## config.mk

```make
export PLATFORM = sky130hd
export DESIGN_NAME = elevator_request_scheduler
export DESIGN_NICKNAME = d
export VERILOG_FILES = /design/src/rtl/elevator_request_scheduler_pkg.sv /design/src/rtl/elevator_request_scheduler_call_search.sv /design/src/rtl/elevator_request_scheduler.sv
export SDC_FILE = /design/constraint.sdc
export NUM_CORES = 1
export LEC_CHECK = 0
export ABC_CLOCK_PERIOD_IN_PS = 3900
export CAP_MARGIN = 15
export CORE_MARGIN = 2
export CORE_UTILIZATION = 58
export CTS_BUF_LIST = sky130_fd_sc_hd__clkbuf_4 sky130_fd_sc_hd__clkbuf_8
export DETAILED_ROUTE_END_ITERATION = 10
export PLACE_DENSITY_LB_ADDON = 0.12
export SLEW_MARGIN = 25
export SYNTH_ARGS = -nofsm -noshare
export SYNTH_HDL_FRONTEND = slang
export SYNTH_SLANG_ARGS = --single-unit
```

## constraint.sdc

```tcl
create_clock -name clk -period 3.9 [get_ports clk]
set_clock_uncertainty 0.15 [all_clocks]
set_input_delay 0.78 -clock clk [delete_from_list [all_inputs] [get_ports clk]]
set_output_delay 0.78 -clock clk [all_outputs]
set_load 0.02 [all_outputs]
```

## src/rtl/elevator_request_scheduler_pkg.sv

```systemverilog
// Shared definitions for the elevator request scheduler: FSM state encoding,
// travel-direction constants and default sizing of the building/dwell time.
package elevator_pkg;

    localparam int DEFAULT_NUM_FLOORS   = 8;
    localparam int DEFAULT_FLOOR_W      = 3;
    localparam int DEFAULT_SERVE_CYCLES = 6;

    typedef enum logic [1:0] {
        IDLE  = 2'b00,
        UP    = 2'b01,
        DOWN  = 2'b10,
        SERVE = 2'b11
    } state_t;

    // Remembered direction of the last trip, used by SCAN to keep sweeping
    localparam logic DIR_UP   = 1'b0;
    localparam logic DIR_DOWN = 1'b1;

endpackage

```

## src/rtl/elevator_request_scheduler_call_search.sv

```systemverilog
// Combinational search over the outstanding-call mask relative to the car.
// Reports whether any call lies above / below the car and the distance to
// the nearest such call on each side (0 when there is none on that side).
module elevator_call_search
    import elevator_pkg::*;
#(
    parameter int NUM_FLOORS = DEFAULT_NUM_FLOORS,
    parameter int FLOOR_W    = DEFAULT_FLOOR_W
) (
    input  logic [NUM_FLOORS-1:0] pending,
    input  logic [FLOOR_W-1:0]    current_floor,
    output logic                  any_above,
    output logic                  any_below,
    output logic [FLOOR_W:0]      nearest_up_dist,
    output logic [FLOOR_W:0]      nearest_down_dist
);

    // One extra bit so distances and floor indices never wrap
    localparam int DW = FLOOR_W + 1;

    logic [DW-1:0] car_pos;

    assign car_pos = {1'b0, current_floor};

    // Scan upward for the first call above the car: that one is the nearest
    always_comb begin
        any_above       = 1'b0;
        nearest_up_dist = '0;
        for (int i = 0; i < NUM_FLOORS; i++) begin
            if (pending[i] && (DW'(i) > car_pos) && !any_above) begin
                any_above       = 1'b1;
                nearest_up_dist = DW'(i) - car_pos;
            end
        end
    end

    // Scan downward for the first call below the car: that one is the nearest
    always_comb begin
        any_below         = 1'b0;
        nearest_down_dist = '0;
        for (int i = NUM_FLOORS - 1; i >= 0; i--) begin
            if (pending[i] && (DW'(i) < car_pos) && !any_below) begin
                any_below         = 1'b1;
                nearest_down_dist = car_pos - DW'(i);
            end
        end
    end

endmodule

```

## src/rtl/elevator_request_scheduler.sv

```systemverilog
// Dispatcher in front of the elevator control FSM. Latches floor calls,
// tracks the car position from floor-sensor pulses and picks the travel
// direction with a SCAN policy, holding the car at each served floor for a
// dwell period that door activity or a fresh call at that floor extends.
module elevator_request_scheduler
    import elevator_pkg::*;
#(
    parameter int NUM_FLOORS   = DEFAULT_NUM_FLOORS,
    parameter int FLOOR_W      = DEFAULT_FLOOR_W,
    parameter int SERVE_CYCLES = DEFAULT_SERVE_CYCLES
) (
    input  logic                  clk,
    input  logic                  reset_n,
    input  logic [NUM_FLOORS-1:0] call_req,
    input  logic                  floor_arrive,
    input  logic                  door_hold,
    output logic                  move_up,
    output logic                  move_down,
    output logic                  extra_waiting,
    output logic [FLOOR_W-1:0]    current_floor,
    output logic [NUM_FLOORS-1:0] pending,
    output logic                  serving
);

    localparam int                 DWELL_W    = $clog2(SERVE_CYCLES + 1);
    localparam logic [DWELL_W-1:0] DWELL_LOAD = DWELL_W'(SERVE_CYCLES);
    localparam logic [FLOOR_W-1:0] TOP_FLOOR  = FLOOR_W'(NUM_FLOORS - 1);

    state_t                  state_q;
    logic                    dir_mem_q;
    logic [FLOOR_W-1:0]      current_floor_q;
    logic [NUM_FLOORS-1:0]   pending_q;
    logic [DWELL_W-1:0]      dwell_q;

    logic [FLOOR_W-1:0]      next_floor;
    logic [NUM_FLOORS-1:0]   here_mask;
    logic [NUM_FLOORS-1:0]   next_mask;
    logic [NUM_FLOORS-1:0]   set_mask;
    logic [NUM_FLOORS-1:0]   clr_mask;
    logic [NUM_FLOORS-1:0]   pending_d;
    logic                    call_here;
    logic                    arrive_ok;
    logic                    arrive_hit;
    logic                    latch_block;
    logic                    extra_wait_c;
    logic                    idle_go_up;

    logic                    any_above;
    logic                    any_below;
    logic [FLOOR_W:0]        nearest_up_dist;
    logic [FLOOR_W:0]        nearest_down_dist;

    elevator_call_search #(
        .NUM_FLOORS (NUM_FLOORS),
        .FLOOR_W    (FLOOR_W)
    ) u_call_search (
        .pending           (pending_q),
        .current_floor     (current_floor_q),
        .any_above         (any_above),
        .any_below         (any_below),
        .nearest_up_dist   (nearest_up_dist),
        .nearest_down_dist (nearest_down_dist)
    );

    // The floor the car reaches on the next sensor pulse in its current direction
    assign next_floor = (state_q == DOWN) ? (current_floor_q - FLOOR_W'(1))
                                          : (current_floor_q + FLOOR_W'(1));

    // One-hot masks for the car's floor and the floor it is about to reach
    always_comb begin
        here_mask = '0;
        next_mask = '0;
        for (int i = 0; i < NUM_FLOORS; i++) begin
            here_mask[i] = (FLOOR_W'(i) == current_floor_q);
            next_mask[i] = (FLOOR_W'(i) == next_floor);
        end
    end

    // Arrival qualification, call masking and next outstanding-call mask
    always_comb begin
        call_here    = |(call_req & here_mask);
        arrive_ok    = floor_arrive &&
                       (((state_q == UP)   && (current_floor_q != TOP_FLOOR)) ||
                        ((state_q == DOWN) && (current_floor_q != '0)));
        arrive_hit   = arrive_ok && |(pending_q & next_mask);
        latch_block  = (state_q == IDLE) || (state_q == SERVE);
        set_mask     = latch_block ? (call_req & ~here_mask) : call_req;
        clr_mask     = arrive_ok ? next_mask : '0;
        pending_d    = (pending_q | set_mask) & ~clr_mask;
        extra_wait_c = (state_q == SERVE) && (door_hold || call_here);
        idle_go_up   = any_above && (!any_below || (nearest_up_dist <= nearest_down_dist));
    end

    // Scheduler FSM together with car position, call register and dwell timer
    always_ff @(posedge clk or negedge reset_n) begin
        if (!reset_n) begin
            state_q         <= IDLE;
            dir_mem_q       <= DIR_UP;
            current_floor_q <= '0;
            pending_q       <= '0;
            dwell_q         <= '0;
        end else begin
            pending_q <= pending_d;
            unique case (state_q)
                IDLE: begin
                    if (call_here) begin
                        state_q <= SERVE;
                        dwell_q <= DWELL_LOAD;
                    end else if (idle_go_up) begin
                        state_q   <= UP;
                        dir_mem_q <= DIR_UP;
                    end else if (any_below) begin
                        state_q   <= DOWN;
                        dir_mem_q <= DIR_DOWN;
                    end
                end
                UP, DOWN: begin
                    if (arrive_ok) begin
                        current_floor_q <= next_floor;
                        if (arrive_hit) begin
                            state_q <= SERVE;
                            dwell_q <= DWELL_LOAD;
                        end
                    end
                end
                SERVE: begin
                    if (extra_wait_c) begin
                        dwell_q <= DWELL_LOAD;
                    end else if (dwell_q != '0) begin
                        dwell_q <= dwell_q - DWELL_W'(1);
                    end else if ((dir_mem_q == DIR_UP) && any_above) begin
                        state_q   <= UP;
                        dir_mem_q <= DIR_UP;
                    end else if (any_below) begin
                        state_q   <= DOWN;
                        dir_mem_q <= DIR_DOWN;
                    end else if (any_above) begin
                        state_q   <= UP;
                        dir_mem_q <= DIR_UP;
                    end else begin
                        state_q <= IDLE;
                    end
                end
                default: begin
                    state_q <= IDLE;
                end
            endcase
        end
    end

    assign move_up       = (state_q == UP);
    assign move_down     = (state_q == DOWN);
    assign serving       = (state_q == SERVE);
    assign extra_waiting = extra_wait_c;
    assign current_floor = current_floor_q;
    assign pending       = pending_q;

endmodule
```

==> metrics.csv <==
stage,metric,value,unit
routing,remaining antenna violation count after routing,0,
cts,setup bufs post-CTS,0,
routing,DRT Pass-1 Iters,8,
logic_synthesis,Synth Area in Simple Gates,23.3,%
critical_path,crit-path max FO,7,
cts,CTS tree,done,
sta,actual slew at the worst max-slew pin,0.768,ns
logic_synthesis,adder-cell area share of the yosys netlist,20.1,%
critical_path,crit-path most repeated cell,ha_1,
placement,Port Buffers,26,
floorplanning,die area,0.00411,mm^2
routing,DRT iter0 DRCs,179,
sta,Final Cycle Share,96.0,%
cells_and_area,number of fill cells,260,
routing,DRT Wirelength,5990,um
cts,"Reg clk slew, reported paths",0.11,ns
global_routing,total gr overflow,0,
logic_synthesis,top cell type's share of synthesized area,20.3,%
logic_synthesis,part of the Yosys area used for sequential elements,20.3,%
global_routing,largest net degree at the start of global routing,18,
floorplanning,die height,64.1,um
routing,vias per cell,6.31,
logic_synthesis,"count leader, synth",ha_1,
sta,final setup TNS,0,ns
sta,Rel. slew slack,48.6,%
critical_path,Arrival @ worst endpoint,2.81,ns
logic_synthesis,Netlist cell types,56,
critical_path,stages on the worst setup path,8,
cts,clk_lat worst skew,0.31,ns
critical_path,CP startpoint,current_floor[0]$_DFFE_PN0P_,
logic_synthesis,mean area per synthesized cell,8.14,um^2
critical_path,CP Buf/Inv Count,2,
global_routing,first-pass GRT wire length,9540,um
logic_synthesis,post-synthesis xor/xnor area fraction,1.67,%
routing,per-cell routed wire length,17.9,um
logic_synthesis,largest family of logic cells by synthesized area,compound AO/OA/AOI/OAI gates,
floorplanning,Ports,27,
cells_and_area,Layout Nets,335,
floorplanning,# rows,21,
global_routing,initial antenna violation count,0,
critical_path,Critical Path RT,2.97,ns
global_routing,Total Routing Usage GR,30.4,%
placement,GPL Wtd Cong,0.947,
critical_path,critical path type,reg -> out,
logic_synthesis,synth top area cells,"dfrtp_1 20%, ha_1 19%, a21oi_1 6.2%, nand2_1 5.2%, nand2b_1 3.9%",
logic_synthesis,Synth Area in Compound Gates,25.4,%
logic_synthesis,Post-synth top cells,"32 x ha_1, 29 x nand2_1, 26 x a21oi_1, 17 x dfrtp_1, 16 x inv_1",
critical_path,slowest CP cell,clkdlybuf4s50_1,
logic_synthesis,"EDFF count, synth",0,
logic_synthesis,"Cell Area, Synth",0.00209,mm^2
cells_and_area,area grow syn2layout,18.4,%
cts,Sinks on Clock Net,17,
logic_synthesis,Main synth FF type,dfrtp_1,
outcome,status,finished clean,
logic_synthesis,"Net Count, Synth",302,
critical_path,family with the most delay on the worst path,buffers and inverters,
critical_path,reg-to-reg critical path startpoint,current_floor[1]$_DFFE_PN0P_,
floorplanning,die width,64.1,um
placement,dpl hpwl,4640,um
min_path,WHS Path Cells,1,
logic_synthesis,mux contribution to synthesized area,4.00,%
global_routing,vias in the first global route,1900,
floorplanning,Initial Utilization,61.8,%
min_path,hold_sp,dwell_q[2]$_DFFE_PN0P_,
critical_path,crit path launch type,flop,
critical_path,max incr delay on CP,0.52,ns
logic_synthesis,Yosys top cell by area,dfrtp_1,
cells_and_area,ANT cells,0,
cells_and_area,layout cells sized above 1,9.00,%
sta,max-slew violation count,0,
critical_path,Worst Setup End Kind,output port,
critical_path,critical-path cell list,inv_1 -> ha_1 -> ha_1 -> a22oi_1 -> nand2_1 -> or2_2 -> o21a_1 -> clkdlybuf4s50_1,
routing,via count,2113,
cts,root buffer cell,clkbuf_4,
critical_path,R2R cell count,17,
cts,H-tree depth,1,
sta,f_max,267,MHz
floorplanning,Core Area,0.00339,mm^2
sta,count of final hold-check violations,0,
logic_synthesis,post-synthesis async set-or-reset flop share,100,%
cells_and_area,sequential standard cell area,427,um^2
cts,Num CTS Buffers,3,
sta,RSZ-0062 raised after global routing,no,
sta,minimum clock period,3.74,ns
logic_synthesis,post-synthesis register bit count,17,
cells_and_area,multi-input logic area,0.00158,mm^2
logic_synthesis,Synth Instances,257,
min_path,Min-Delay Path Class,reg -> reg,
routing,DRC violation count after routing,0,
flow_run,total of max-cap violations,0,
logic_synthesis,Yosys warning count,0,
cts,Max Buffers Root-to-Sink,2,
sta,final setup fails,0,
[registers in the layout (all words and copies together), names as in the netlist]
register and count:
dir_mem_q 1, dwell_q 3, state_q 2, current_floor 3
pending 8
[logic make-up after synthesis]
kind of cell,Yosys count
AND/OR/NAND/NOR,93
flip-flops,17
XOR/XNOR,4
adder cells (fa/ha/maj),33
buffers and inverters,23
AO/OA/AOI/OAI,79
multiplexers,8
[per-stage QoR]
step | hold slack (ns) | setup slack (ns) | utilization (%) | area, um^2 | cells
floorplan | 0.331 | 0.372 | - | 2090 | 257
global placement | 0.340 | 0.353 | 71.7 | 2430 | 331
detailed placement | 0.346 | 0.243 | 71.7 | 2430 | 331
CTS | 0.372 | 0.0942 | 72.6 | 2460 | 335
global route | 0.406 | 0.00771 | 73.1 | 2480 | 335
finish | 0.371 | 0.157 | 73.1 | 2480 | 335
[cells in the final DEF (no fill, tap or decap), types with 4 or more instances in the layout]
cell type	count
mux2i_1	5
inv_1	16
buf_4	9
o21ai_0	9
xnor2_1	4
a31oi_1	6
dfrtp_1	16
nand2b_1	13
ha_1	32
clkbuf_4	4
a21oi_1	26
nor2_1	14
nand2_1	29
nand3_1	9
o21a_1	5
nor2b_1	4
clkdlybuf4s50_1	26
[worst reg2reg max path: stages (launching register included)]
cell,delay (ns)
dfrtp_1,0.43
inv_1,0.24
ha_1,0.31
inv_1,0.06
ha_1,0.20
a222oi_1,0.42
nand2_1,0.14
nor2_1,0.14
a21oi_1,0.07
o22ai_1,0.16
a31oi_1,0.08
ha_1,0.32
nor2b_1,0.14
o21ai_0,0.08
a21oi_1,0.19
a21oi_1,0.11
o31ai_1,0.21
mux2i_1,0.10
[final timing paths]
| path | endpoint | slack, ns |
|---|---|---|
| worst min-delay path | dwell_q[2]$_DFFE_PN0P_ | 0.37 |
| min in group asynchronous | dir_mem_q$_DFFE_PN0P_ | 0.75 |
| max in group asynchronous | current_floor[0]$_DFFE_PN0P_ | 2.30 |
| worst max register to register | state_q[0]$_DFFE_PN0P_ | 0.26 |
| worst max-delay path | extra_waiting | 0.16 |
| worst min register to register | dwell_q[2]$_DFFE_PN0P_ | 0.37 |
[layer usage]
metal / part of all wire, % / wire, um / GRT usage (%)
met5: 0 / 0 / 0
met4: 2.0 / 118 / 11.1
met1: 42 / 2490 / 40.1
met3: 9.5 / 567 / 5.46
met2: 47 / 2810 / 49.5
[timing repair]
item | CTS | global route
hold buffers | 0 | 0
resized for setup | 0 | 3
setup endpoints to repair | 0 | 3
[area by class of cell]
| type | instances | area share, % |
|---|---|---|
| Tap cell | 46 | 2.32 |
| Sequential cell | 17 | 17.2 |
| Multi-Input combinational cell | 217 | 63.6 |
| Clock buffer | 4 | 1.21 |
| Timing Repair Buffer | 35 | 13.2 |
| Inverter | 16 | 2.42 |
Power is left out: the tool's default activity adds up to more than one toggle a clock period on the data nets, which glitch-free logic cannot reach.
